## src/rtl/fir_sample_feeder.sv

```systemverilog
// fir_sample_feeder: small sample FIFO that feeds a FIR filter at a fixed
// programmable rate. After enable it waits for the FIFO to prime, then it
// issues one accumulate strobe every (period+1) clocks. A strobe that finds
// the FIFO empty sends a zero sample and sets a sticky underrun flag.
module fir_sample_feeder #(
  parameter int DEPTH     = 4,  // FIFO entries, power of two, 2..16
  parameter int PRIME_LVL = 2   // FIFO level needed before the first strobe
) (
  input  logic                       iClk_12M,
  input  logic                       iRsn,
  input  logic                       iEnable,
  input  logic [7:0]                 iPeriod,
  input  logic                       iInValid,
  input  logic [2:0]                 iInData,
  output logic                       oInReady,
  input  logic                       iClrUnderrun,
  output logic                       oEnAcc,
  output logic [2:0]                 oFirIn,
  output logic                       oUnderrun,
  output logic [$clog2(DEPTH):0]     oLevel
);

  localparam int AW = $clog2(DEPTH);
  localparam int LW = AW + 1;

  typedef enum logic [1:0] {
    IDLE  = 2'd0,
    PRIME = 2'd1,
    RUN   = 2'd2
  } state_t;

  state_t          state_q, state_d;
  logic [AW-1:0]   wr_ptr_q, rd_ptr_q;
  logic [LW-1:0]   level_q;
  logic [7:0]      cnt_q, per_q;
  logic [2:0]      mem [DEPTH];

  logic            strobe;
  logic            run_entry;
  logic            fifo_empty;
  logic            push;
  logic            pop;

  // Flow control is decoded from the registered level only, so a pop on the
  // same edge never frees a slot for a push while full.
  assign oInReady   = (level_q != LW'(DEPTH));
  assign oLevel     = level_q;
  assign fifo_empty = (level_q == '0);
  assign push       = iInValid && oInReady;
  assign pop        = strobe && !fifo_empty;

  // Next-state decode plus the strobe decision and RUN-entry event.
  always_comb begin
    // NOTE: every output of this block gets a default first so no path through the case can infer a latch.
    state_d   = state_q;
    strobe    = 1'b0;
    run_entry = 1'b0;
    unique case (state_q)
      IDLE: begin
        if (iEnable) state_d = PRIME;
      end
      PRIME: begin
        if (!iEnable) begin
          state_d = IDLE;
        end else if (level_q >= LW'(PRIME_LVL)) begin
          state_d   = RUN;
          run_entry = 1'b1;
        end
      end
      RUN: begin
        // The strobe decision ignores iEnable, so a strobe due on the cycle
        // enable drops is still issued.
        strobe = (cnt_q == per_q);
        if (!iEnable) state_d = IDLE;
      end
      default: state_d = IDLE;
    endcase
  end

  // State register, FIFO pointers/level, rate counter and output registers.
  always_ff @(posedge iClk_12M) begin
    // NOTE: sequential state uses non-blocking assignments so every register samples pre-edge values.
    if (!iRsn) begin
      state_q   <= IDLE;
      wr_ptr_q  <= '0;
      rd_ptr_q  <= '0;
      level_q   <= '0;
      cnt_q     <= '0;
      per_q     <= '0;
      oEnAcc    <= 1'b0;
      oFirIn    <= '0;
      oUnderrun <= 1'b0;
    end else begin
      state_q <= state_d;

      if (push) wr_ptr_q <= wr_ptr_q + AW'(1);
      if (pop)  rd_ptr_q <= rd_ptr_q + AW'(1);

      unique case ({push, pop})
        2'b10:   level_q <= level_q + LW'(1);
        2'b01:   level_q <= level_q - LW'(1);
        default: level_q <= level_q;
      endcase

      // The period register re-latches at every interval boundary, so a
      // mid-run period change applies from the next interval.
      if (run_entry || strobe) begin
        cnt_q <= '0;
        per_q <= iPeriod;
      end else if (state_q == RUN) begin
        cnt_q <= cnt_q + 8'd1;
      end

      oEnAcc <= strobe;
      if (strobe) oFirIn <= fifo_empty ? 3'd0 : mem[rd_ptr_q];

      // Set has priority over clear.
      if (strobe && fifo_empty) begin
        oUnderrun <= 1'b1;
      end else if (iClrUnderrun) begin
        oUnderrun <= 1'b0;
      end
    end
  end

  // FIFO storage write port.
  always_ff @(posedge iClk_12M) begin
    // NOTE: the storage array has no reset; the pointers and level define which entries are valid.
    if (iRsn && push) mem[wr_ptr_q] <= iInData;
  end

endmodule

```

## config.mk

```make
export PLATFORM = sky130hd
export DESIGN_NAME = fir_sample_feeder
export DESIGN_NICKNAME = d
export VERILOG_FILES = /design/src/rtl/fir_sample_feeder.sv
export SDC_FILE = /design/constraint.sdc
export NUM_CORES = 1
export LEC_CHECK = 0
export CORE_MARGIN = 5
export CORE_UTILIZATION = 50
export CTS_CLUSTER_DIAMETER = 80
export DETAILED_ROUTE_END_ITERATION = 16
export PLACE_DENSITY_LB_ADDON = 0.12
export SETUP_SLACK_MARGIN = 0.5
export SLEW_MARGIN = 0
export SYNTH_ARGS = -nofsm -noshare
export SYNTH_HDL_FRONTEND = slang
export SYNTH_SLANG_ARGS = --single-unit
```

## constraint.sdc

```tcl
create_clock -name iClk_12M -period 7.3 [get_ports iClk_12M]
set_input_delay 0.73 -clock iClk_12M [delete_from_list [all_inputs] [get_ports iClk_12M]]
set_output_delay 0.73 -clock iClk_12M [all_outputs]
set_load 0.05 [all_outputs]
```

After elaboration in Yosys (flattened, before gate mapping):

Memories as Yosys holds them, arrays and structs flattened. A register that Yosys moved wholly into a read port is not among the register bits.
Index checks and enable logic that the tools add are counted.

* order comparisons: 1
* equal/unequal tests: 9
* reductions and logical operators: 12
* bitwise gates (word level): 1
* multiplexer cells: 17
* add/subtract/negate cells: 5

Operators with widths (count)
* two-way mux 2 bit: 6
* adder 8 x 1 -> 8 bit (second input constant): 1
* == test 8 bit: 1
* two-way mux 1 bit: 8
* != test 3 bit (second input constant): 2
* one-hot mux 2 bit (3 select lines): 1
* one-hot mux 3 bit (2 select lines): 1
* adder 2 x 1 -> 2 bit (second input constant): 2
* == test 2 x 1 -> 1 bit (second input constant): 2
* == test 2 bit (second input constant): 2
* logical AND 1 bit: 4
* != test 2 bit (second input constant): 2
* nonzero test 2 bit: 2
* adder 3 x 1 -> 3 bit (second input constant): 1
* >= comparator 3 x 2 -> 1 bit (second input constant): 1
* logical NOT 3 bit: 1
* two-way mux 3 bit: 1
* AND reduction 3 bit: 1
* subtractor 3 x 1 -> 3 bit (second input constant): 1
* logical NOT 2 bit: 1
* OR reduction 2 bit: 1
* logical NOT 1 bit: 1
* logical OR 1 bit: 1
* NOT 1 bit: 1

* output and inout bits: 9
* memories: 1
* input bits: 16
* RAM bits: 12
* word-level logic and storage cells: 55
* flip-flop bits (word level): 30

Memory list
* mem: depth 4, width 3, read ports 1, clocked after memory_dff 1, write ports 1, RTL line 36 `logic [2:0] mem [DEPTH];`

Longest topological paths before layout:

Gate-level depths: netlist (run 1).

* depth in word-level cells: 6
* mapped depth: 11
* mapped depth without buffers: 9

Worst setup path before layout (run 1):

OpenSTA, ideal clock, no wires.

* path kind: register to register
* from: register level_q[2] (netlist: oLevel[2])
* to: register level_q[2] (netlist: oLevel[2])
* setup time: 0.070 ns
* path slack: 4.310 ns
* path buffers: 1
* cell stages (with the launch flop): 11
* clock period less this slack: 2.990 ns
* arrival: 2.920 ns
* cell sequence: dfxtp_1 -> or3b_1 -> and2_1 -> clkbuf_1 -> inv_2 -> ha_1 -> inv_1 -> fa_1 -> xor2_1 -> or3_1 -> a21oi_1

RTL lines
* from (decl): RTL line 34 `logic [LW-1:0] level_q;`
* from (signal assigned): RTL line 100 `2'b10: level_q <= level_q + LW'(1);`
* from (signal assigned): RTL line 101 `2'b01: level_q <= level_q - LW'(1);`
* from (signal assigned): RTL line 102 `default: level_q <= level_q;`
* != test 3 bit *: RTL line 46 `assign oInReady = (level_q != LW'(DEPTH));`
* net oInReady: RTL line 15 `output logic oInReady,`
* logical AND 1 bit *: RTL line 49 `assign push = iInValid && oInReady;`
* == test 2 x 1 -> 1 bit / == test 2 bit (equally long branches): RTL line 99 `unique case ({push, pop})`
* one-hot mux 3 bit (2 select lines) / nonzero test 2 bit (equally long branches)

The timed path passes the listed nets; every way through them passes the cells marked *.
A chain may end at the register's enable or synchronous reset.

Worst setup path in the final report (run 1):

* from: register cnt_q[0]
* to: register level_q[2] (netlist: oLevel[2])

* cells in the longest elaborated chain, start to end: 5

RTL lines
* from (decl): RTL line 35 `logic [7:0] cnt_q, per_q;`
* from (signal assigned): RTL line 111 `cnt_q <= cnt_q + 8'd1;`
* == test 8 bit *: RTL line 73 `strobe = (cnt_q == per_q);`
* two-way mux 1 bit *: RTL line 58 `unique case (state_q)`
* logical AND 1 bit *: RTL line 50 `assign pop = strobe && !fifo_empty;`
* net pop: RTL line 42 `logic pop;`
* == test 2 x 1 -> 1 bit / == test 2 bit (equally long branches): RTL line 99
* one-hot mux 3 bit (2 select lines) / nonzero test 2 bit (equally long branches)

Marked as above.

==> summary.txt, run 1 <==
Logic synthesis
  – Syn_nets: 250
  – Post-synth top cells: nand2_1 (44), dfxtp_1 (32), a21oi_1 (12), edfxtp_1 (12)
  – Synth Area in Simple Gates: between 20% and 30%
  – Largest family of logic cells by synthesized area: simple AND/OR/NAND/NOR gates
  – Post-synthesis sequential area ratio: a little under half
  – Post-synthesis compound-gate area fraction: 8.61%
  – Netlist cell types: 39
  – Syn Area/Cell: approximately 10 µm²
  – Synth area leaders: dfxtp_1 (29%), edfxtp_1 (16%), nand2_1 (7.4%)
  – Post-synth ARST share: 0%
  – Cells after Synth: 227
  – Share of the synthesized area in the top cell type: between 20% and 30%
  – Synth Register Bits: 44
  – Count leader, synth: nand2_1
  – Adder and majority cell fraction of the synthesized area: about 4.3%
  – Top FF cell, synth: dfxtp_1
  – Synthesized area: roughly 0.0022 mm²
  – Area leader, netlist: dfxtp_1
  – Post-synth EDFFs: 12
  – Mux share of post-synthesis cell area: under 10%
  – Xor and xnor area share after synthesis: 8.44%
  – YS warnings: 0

Placement
  – Placed cell area: between 0.002 and 0.0025 mm²
  – GPL Wtd Cong: 0.762
  – Number of port buffers: 24
  – Dpl hpwl: just over 3000 µm

Floorplan
  – Cell Rows: 24
  – Starting Density: between 50% and 60%
  – I/O pins: 25
  – Die Width: ~77 µm
  – Die H: roughly 77 µm
  – Die area: a little under 0.006 mm²
  – Core ar.: roughly 0.0043 mm²

Clocking
  – Clock latency on the worst-skew pair: 0.30 ns
  – Root buf cell: clkbuf_8
  – H-tree Lvls: 2
  – Clk pin slew, worst setup/hold paths: around 0.090 ns
  – CTS buffer count: 5
  – PostCTS Resize Cnt: 0
  – Cts hold-fix bufs: 0
  – CTS max path bufs: 2
  – Setup Buffers After CTS: 0
  – CTS tree: done
  – TritonCTS Sinks: 44

Detailed routing
  – DRT Pass-1 Iters: 4
  – Post-route DRC: 0
  – DRT Wirelength: approximately 4400 µm
  – Vias per inst: roughly 5.5
  – Via count: about 1600
  – DR iter-0 viols: 165
  – Post-route ant nets: 0
  – Wirelength per Cell: ~15 µm

Cells and area
  – Final instance area: 0.00258 mm²
  – Layout cells sized above 1: slightly above 9%
  – Ant diodes: 0
  – Syn-to-layout area delta: 16.1%
  – FILL cells: 391
  – Layout Nets: 270

Critical path
  – Crit path arrival time: between 3 and 4 ns
  – CP endpoint kind: flop
  – Reg2reg end: oLevel[2]
  – Worst Reg-to-Reg Cells: 9
  – Slowest stage delay, CP: about 0.62 ns
  – CP Buf/Inv Count: 1
  – Highest-delay cell along the critical path: nand3_1
  – Reg2reg start: cnt_q[0]
  – Worst R2R Setup Slack: 4.19 ns
  – Cell class contributing the biggest share of worst-path delay: simple AND/OR/NAND/NOR gates
  – Required time worst endpoint: ~7.5 ns
  – Worst-path fanout max: 22
  – Worst path cell trace: xnor2_1, nand3_1, nor4_1, ha_1, inv_1, fa_1, xor2_1, or3_1, a21oi_1
  – CP Class: flop to flop
  – Crit path launch type: flop

Timing
  – Final Hold Viols: 0
  – Layout Skew: around 0.014 ns
  – Fin crit period: 3.11 ns
  – Max-slew headroom: between 40% and 50%
  – Post-route setup TNS: 0 ns
  – Final setup fails: 0
  – Slew of the pin with the lowest slew margin: slightly below 0.9 ns
  – RSZ-0062 raised after global routing: no
  – Max Freq: 322 MHz
  – Final Cycle Share: 42.6%
  – Max-slew violation count: 0

Min path
  – HP Start: oFirIn[2]
  – Worst Hold Class: flop to flop
  – WHS Endpoint: oFirIn[2]
  – Hold depth: 2

Global route
  – Total GRT Usage: between 10% and 20%
  – Grt total ovfl: 0
  – Largest net degree at the start of global routing: 36
  – First-pass GRT wire length: between 7000 and 8000 µm
  – Vias in the first global route: 1595
  – Initial antenna violation count: 0

Flow run
  – # Max-Cap Violations: 0

Pwr
  – Sw Pwr: ~0.12 mW
  – Gate power share: about a tenth
  – Pint: 0.377 mW
  – Clock share of power: 36.8%
  – Pwr per Cell Area: between 150 and 200 mW/mm²
  – Total power: 0.493 mW
  – Maximum VDD drop: approximately 0.13 mV
  – Seq pwr share: 52.9%
  – Sw frac: 23.4%
  – Leakage: 0.869 nW

Outcome
  – Status: completed
==> area by class of cell <==
type / instances / area, µm² / share of cell area [%]
Timing Repair Buffer: 25 / 248 / 9.60
Clock inverter: 2 / 35.0 / 1.36
Multi-Input combinational cell: 164 / 1130 / 43.9
Sequential cell: 44 / 1000 / 38.8
Inverter: 7 / 26.3 / 1.02
Clock buffer: 6 / 72.6 / 2.81
Tap cell: 52 / 65.1 / 2.52
==> per-stage QoR <==
| step | cells | util [%] | worst slack (ns) | hold slack, ns |
|---|---|---|---|---|
| global placement | 292 | 57.2 | 4.42 | 0.444 |
| CTS | 300 | 59.7 | 4.22 | 0.465 |
| floorplan | 227 | - | 4.31 | 0.445 |
| detailed placement | 292 | 57.2 | 4.26 | 0.453 |
| finish | 300 | 59.7 | 4.19 | 0.460 |
| global route | 300 | 59.7 | 3.93 | 0.493 |
==> layout by cell type, fill, tap and decap left out, types with 2 or more instances in the layout <==
master | Yosys | routed
mux2i_1 | 7 | 7
and3_1 | 4 | 4
xnor2_2 | 4 | 4
nor4_1 | 3 | 3
clkdlybuf4s50_1 | 0 | 24
nor3_1 | 11 | 11
xnor2_1 | 11 | 11
xor2_1 | 3 | 3
ha_1 | 6 | 6
nor2b_1 | 2 | 2
nand2_1 | 44 | 44
o2111ai_1 | 8 | 8
clkbuf_8 | 0 | 5
dfxtp_1 | 32 | 32
nand3_1 | 4 | 4
inv_1 | 6 | 6
or3_1 | 2 | 2
a21oi_1 | 12 | 12
nor3_2 | 2 | 2
edfxtp_1 | 12 | 12
nand2b_1 | 2 | 2
o21ai_0 | 9 | 9
or4_1 | 8 | 8
mux4_2 | 3 | 3
nor2_1 | 8 | 8
==> layer usage <==
metal | up-vias | part of all wire [%] | global-route usage (%)
met3 | 6 | 4.7 | 3.51
li1 | 844 | - | -
met2 | 42 | 41 | 22.2
met5 | - | 0 | 0
met1 | 747 | 52 | 24.2
met4 | 0 | 1.5 | 5.24
==> sequential cells by signal (all words and copies together) (netlist names), named ones only <==
register,flops
state_q,2
oEnAcc,1
cnt_q,8
oFirIn,3
per_q,8
oLevel,3
mem,12
wr_ptr_q,2
rd_ptr_q,2
oUnderrun,1
==> kinds of logic after synthesis <==
group,Yosys count
fa+ha+maj,7
flops,44
compound gates,31
simple gates,98
buf+inv,19
xor+xnor,18
mux,10
==> power groups by stage <==
stage          registers [mW]  logic (mW)  clock network, mW
3_3_place_gp            0.266      0.0501                  0
4_1_cts                 0.261      0.0509              0.185
2_1_floorplan           0.270      0.0291                  0
6_report                0.261      0.0506              0.182
3_5_place_dp            0.266      0.0506                  0
5_1_grt                 0.262      0.0566              0.196
==> tightest hold or removal path: stages, from the launching register on <==
cell and delay [ns]:
dfxtp_1 0.32, nand2_1 0.05, mux2i_1 0.05
==> worst max-delay path by stage <==
stage | from | to | slack [ns] | cells past startpoint
CTS | cnt_q[0] | oLevel[2] | 4.22 | 9
global placement | cnt_q[0] | oLevel[2] | 4.42 | 9
detailed placement | cnt_q[0] | oLevel[2] | 4.26 | 9
finish | cnt_q[0] | oLevel[2] | 4.19 | 9
floorplan | oLevel[2] | oLevel[2] | 4.31 | 10
global route | cnt_q[0] | oLevel[2] | 3.93 | 9
Power figures use the tool's default switching activity.
==> run 2: changes to the inputs <==
==> constraint.sdc (replaced) <==
create_clock -name iClk_12M -period 2.7 [get_ports iClk_12M]
set_input_delay 0.27 -clock iClk_12M [delete_from_list [all_inputs] [get_ports iClk_12M]]
set_output_delay 0.27 -clock iClk_12M [all_outputs]
set_load 0.05 [all_outputs]
==> summary.txt, run 2 (synthesis results as in run 1) <==
Outcome
  – Status: completed

Critical path
  – Worst path cell trace: xnor2_2, nand3_2, nor4_4, ha_4, inv_2, fa_2, xor2_1, or3_1, a21oi_1
  – Slowest stage delay, CP: between 0.3 and 0.4 ns
  – Cell class contributing the biggest share of worst-path delay: simple AND/OR/NAND/NOR gates
  – CP Class: flop to flop
  – Crit path launch type: flop
  – Worst-path fanout max: 3
  – Crit path arrival time: approximately 2.4 ns
  – Required time worst endpoint: about 2.9 ns
  – CP Buf/Inv Count: 1
  – Highest-delay cell along the critical path: dfxtp_2
  – CP endpoint kind: flop

Clocking
  – H-tree Lvls: 2
  – CTS buffer count: 5
  – Cts hold-fix bufs: 0
  – TritonCTS Sinks: 44
  – Clock latency on the worst-skew pair: approximately 0.3 ns
  – CTS tree: done
  – CTS max path bufs: 2
  – Root buf cell: clkbuf_8
  – Clk pin slew, worst setup/hold paths: roughly 0.09 ns

Cells and area
  – Layout Nets: between 200 and 300
  – Largest register FFs: 12
  – Layout cells sized above 1: a little under a quarter
  – Ant diodes: 0
  – Biggest register: mem
  – Most common cell after layout, fill and taps aside: nand2_1
  – Commonest non-fill, non-tap cells in the layout: nand2_1 (43), clkdlybuf4s50_1 (24), dfxtp_1 (19)
  – Biggest regs: mem: 12 flops, cnt_q: 8 flops, per_q: 8 flops
  – Syn-to-layout area delta: 23.9%

Placement
  – Place WS: around 0.27 ns
  – GPL Wtd Cong: roughly 0.84
  – Dpl hpwl: 3160 µm
  – Number of port buffers: 24

Global route
  – Vias in the first global route: between 1500 and 2000
  – First-pass GRT wire length: ~7700 µm
  – Grt total ovfl: 0
  – Gr busiest metal: met2
  – M2 GR Usage: 25.8%
  – Initial antenna violation count: 0
  – Grt met3 use: under 10%
  – M1 GR Usage: about a fifth
  – Total GRT Usage: between 10% and 20%
  – Largest net degree at the start of global routing: 22

Timing
  – Final Cycle Share: 80.8%
  – Final setup fails: 0
  – Fin crit period: between 2 and 2.5 ns
  – Slew of the pin with the lowest slew margin: 0.629 ns
  – Post-route setup TNS: 0 ns
  – Layout Skew: a little under 0.006 ns
  – Worst setup margin: between 0.5 and 0.6 ns
  – Final Hold Viols: 0
  – Max Freq: 458 MHz
  – RSZ-0062 raised after global routing: yes
  – Max-slew headroom: ~58%
  – Max-slew violation count: 0

Pwr
  – Maximum VDD drop: 0.341 mV
  – Sw Pwr: roughly 0.33 mW
  – Seq pwr share: about 52%
  – Sw frac: around 24%
  – Gate power share: between 10% and 20%
  – Leakage: roughly 0.94 nW
  – Clock share of power: 37.1%
  – Pint: around 1.0 mW
  – Pwr per Cell Area: 495 mW/mm²

Detailed routing
  – DRT Wirelength: around 4500 µm
  – DRT Pass-1 Iters: 5
  – DR iter-0 viols: a little over 80
  – Post-route ant nets: 0
  – Post-route DRC: 0
  – Vias per inst: roughly 5.5
  – Wirelength per Cell: between 10 and 15 µm
  – Via count: between 1500 and 2000

Floorplan
  – Die Width: between 70 and 80 µm
  – Die H: ~77 µm
  – I/O pins: 25
  – Core ar.: around 0.0043 mm²
  – Die area: about 0.0059 mm²
  – Starting Density: about 50%
  – Cell Rows: 24

Flow run
  – # Max-Cap Violations: 0

Min path
  – Worst Hold Class: flop to flop
-- run 2: changes by cell type in the layout (fill, tap and decap cells not counted), moves of 2 or more --
| cell | delta |
|---|---|
| xnor2_1 | -2 |
| dfxtp_4 | +2 |
| dfxtp_2 | +11 |
| dfxtp_1 | -13 |
| xnor2_2 | +2 |
| buf_4 | +11 |
-- run 2: through the flow --
stage / total power [mW] / instance area, µm² / utilization (%) / hold slack [ns] / std cells
final: 1.36 / 2750 / 63.7 / 0.464 / 311
after global routing: 1.43 / 2750 / 63.7 / 0.480 / 311
after CTS: 1.37 / 2750 / 63.6 / 0.469 / 311
after detailed placement: 0.866 / 2540 / 58.7 / 0.453 / 296
after global placement: 0.865 / 2540 / 58.7 / 0.446 / 296
after floorplan: 0.814 / 2270 / - / 0.369 / 227
-- run 2: worst paths after layout --
check / start / endpoint / slack (ns) / depth (start not counted)
setup / recovery: cnt_q[6] / oLevel[2] / 0.52 / 9
hold reg to reg: oFirIn[1] / oFirIn[1] / 0.46 / 2
setup reg to reg: cnt_q[6] / oLevel[2] / 0.52 / 9
hold / removal: oFirIn[1] / oFirIn[1] / 0.46 / 2
-- run 2: worst reg2reg max path, delay by kind of cell, from the launching register on --
kind                       cells  cell delay, ns
AOI/OAI and AO/OA              1            0.12
xor gates and xnor gates       2            0.31
adders and majority gates      2            0.51
buffers and inverters          1            0.04
DFF                            1            0.36
and+or+nand+nor                3            0.79
-- run 2: power by group through the flow --
stage | logic, mW | clock network [mW] | registers, mW
6_report | 0.153 | 0.506 | 0.705
5_1_grt | 0.169 | 0.551 | 0.707
4_1_cts | 0.153 | 0.517 | 0.704
3_5_place_dp | 0.146 | 0 | 0.721
3_3_place_gp | 0.145 | 0 | 0.720
2_1_floorplan | 0.0845 | 0 | 0.730
-- run 2: repair_timing --
action | 4_1_cts | 5_1_grt
setup buffers | 7 | 0
setup endpoints to repair | 2 | 2
gates resized for setup | 16 | 1
pin swaps | 10 | 0
-- run 2: final cells by class --
type                    instances  area [µm²]
multi-input cells             164        1200
well taps                      52        65.1
inverters                       7        28.8
clock inverters                 3        42.5
fillers                       369        1570
flip-flops and latches         44        1020
clock buffers                   5        68.8
repair buffers                 36         330
-- run 2: routing by layer --
layer,up-vias,part of all wire (%)
met5,-,0
met1,822,45
met2,26,50
li1,870,-
met4,0,1.1
met3,6,4.1
==> run 3: changes to the inputs <==
==> constraint.sdc (replaced) <==
create_clock -name iClk_12M -period 2.3 [get_ports iClk_12M]
set_input_delay 0.23 -clock iClk_12M [delete_from_list [all_inputs] [get_ports iClk_12M]]
set_output_delay 0.23 -clock iClk_12M [all_outputs]
set_load 0.05 [all_outputs]
==> summary.txt, run 3 (synthesis results as in run 1) <==
Outcome
  – Status: completed

Cells and area
  – FILL cells: roughly 350
  – Layout cells sized above 1: 24.1%
  – Final instance area: 0.00284 mm²
  – Most common cell after layout, fill and taps aside: nand2_1
  – Syn-to-layout area delta: 27.8%
  – Biggest regs: mem: 12 flops, cnt_q: 8 flops, per_q: 8 flops
  – Ant diodes: 0
  – Biggest register: mem
  – Commonest non-fill, non-tap cells in the layout: nand2_1 (43), clkdlybuf4s50_1 (23), dfxtp_1 (22), buf_4 (18)
  – Layout Nets: ~290
  – Non-filler cells, final: about 320
  – Largest register FFs: 12

Timing
  – Max-slew violation count: 0
  – Final Hold Viols: 0
  – Max Freq: about 460 MHz
  – Layout Skew: around 0.011 ns
  – Fin crit period: between 2 and 2.5 ns
  – Final Cycle Share: 95.1%
  – Slew of the pin with the lowest slew margin: ~0.50 ns
  – RSZ-0062 raised after global routing: yes
  – Final setup fails: 0
  – Max-slew headroom: between 60% and 70%

Clocking
  – H-tree Lvls: 2
  – Clk pin slew, worst setup/hold paths: ~0.08 ns
  – CTS tree: done
  – Root buf cell: clkbuf_8
  – TritonCTS Sinks: 44
  – CTS buffer count: 5
  – Clock latency on the worst-skew pair: about 0.3 ns
  – CTS max path bufs: 2

Pwr
  – Maximum VDD drop: roughly 0.36 mV
  – Pwr per Cell Area: around 570 mW/mm²
  – Leakage: 0.971 nW

Critical path
  – Highest-delay cell along the critical path: dfxtp_4
  – Slowest stage delay, CP: about 0.36 ns
  – Worst path cell trace: xnor2_2, nand3_2, nor4_4, ha_4, inv_2, fa_2, xor2_1, or3_1, a21oi_1
  – CP endpoint kind: flop
  – Reg2reg end: oLevel[2]
  – Required time worst endpoint: approximately 2.5 ns
  – Crit path arrival time: about 2.4 ns
  – Crit path from: cnt_q[0]
  – Worst-path fanout max: 2
  – CP Class: flop to flop
  – Reg2reg start: cnt_q[0]
  – Worst Reg-to-Reg Cells: 9
  – Worst R2R Setup Slack: ~0.11 ns
  – Crit path launch type: flop

Placement
  – Dpl hpwl: around 3100 µm
  – Placed cell area: approximately 0.0026 mm²
  – Number of port buffers: 24
  – GPL Wtd Cong: roughly 0.76
  – DP Cell Count: 304

Floorplan
  – Cell Rows: 24
  – I/O pins: 25
  – Starting Density: 51.4%
  – Die H: 76.7 µm
  – Die Width: ~77 µm
  – Core ar.: about 0.0043 mm²
  – Die area: ~0.0059 mm²

Detailed routing
  – Via count: between 1500 and 2000
  – Wirelength per Cell: around 15 µm
  – DRT Wirelength: 4670 µm
  – Vias per inst: ~5.4
  – DR iter-0 viols: 120
  – Post-route ant nets: 0
  – DRT Pass-1 Iters: 5
  – Post-route DRC: 0

Min path
  – HP Start: oFirIn[2]
  – Hold depth: 2
  – WHS Endpoint: oFirIn[2]
  – Worst Hold Class: flop to flop

Global route
  – Largest net degree at the start of global routing: 36
  – Vias in the first global route: 1666
  – First-pass GRT wire length: 7840 µm
  – Total GRT Usage: between 15 and 20%
  – Grt total ovfl: 0
  – Initial antenna violation count: 0

Flow run
  – # Max-Cap Violations: 0
[run 3: changes by cell type in the layout (fill, tap and decap cells not counted), moves of 2 or more]
cell	change
xnor2_1	-2
nor3_4	+2
buf_4	+6
dfxtp_1	+3
xnor2_2	+2
nor3_2	-2
dfxtp_2	-3
[run 3: stage by stage]
stage,hold WS [ns],power (mW),worst slack (ns),utilization [%],TNS (ns)
floorplan,0.329,0.956,-0.108,-,-0.108
global placement,0.447,1.02,0.00501,60.1,0
detailed placement,0.449,1.02,-0.00920,60.1,-0.00920
CTS,0.466,1.62,0.109,64.6,0
global route,0.479,1.68,0.0461,65.7,0
finish,0.459,1.61,0.112,65.7,0
[run 3: worst max-delay path, delay by kind of cell, from the launching register on]
kind                       cells  cell delay (ns)
and+or+nand+nor                3             0.79
buffers and inverters          1             0.03
AOI/OAI and AO/OA              1             0.12
xor gates and xnor gates       2             0.31
adders and majority gates      2             0.50
DFF                            1             0.36
[run 3: layout make-up]
class | instances | area [µm²] | area share [%]
clock buffer | 5 | 68.8 | 2.42
multi-input combinational | 164 | 1220 | 43.1
timing repair buffer | 43 | 394 | 13.9
inverter | 7 | 28.8 | 1.01
tap | 52 | 65.1 | 2.29
sequential | 44 | 1020 | 35.8
clock inverter | 3 | 42.5 | 1.50
[run 3: what timing repair did]
action	4_1_cts	5_1_grt
buffers inserted	4	2
hold endpoints to repair	0	0
gates resized for setup	15	4
hold buffers	0	0
pin swaps	8	1
endpoints found under the setup margin	15	23
[run 3: where the power goes]
group          internal, mW  total (mW)  leakage [nW]  switching, mW
logic                0.0806       0.185         0.542          0.105
registers             0.811       0.828         0.373         0.0166
clock network         0.322       0.598        0.0558          0.276
[run 3: how the worst max path moves through the flow]
stage                      endpoint  slack (ns)  cells past startpoint
after CTS                 oLevel[2]        0.11                      9
after global placement    oLevel[2]       0.005                      9
after global routing      oLevel[2]        0.05                      9
final                     oLevel[2]        0.11                      9
after floorplan           oLevel[2]       -0.11                     10
after detailed placement  oLevel[2]      -0.009                      9
[run 3: per-layer routing]
| layer | vias to the layer above | wire, µm | GRT usage (%) |
|---|---|---|---|
| li1 | 887 | - | - |
| met1 | 803 | 2120 | 20.8 |
| met2 | 31 | 2290 | 27.1 |
| met3 | 8 | 183 | 4.92 |
| met4 | 0 | 76 | 5.77 |
| met5 | - | 0 | 0 |
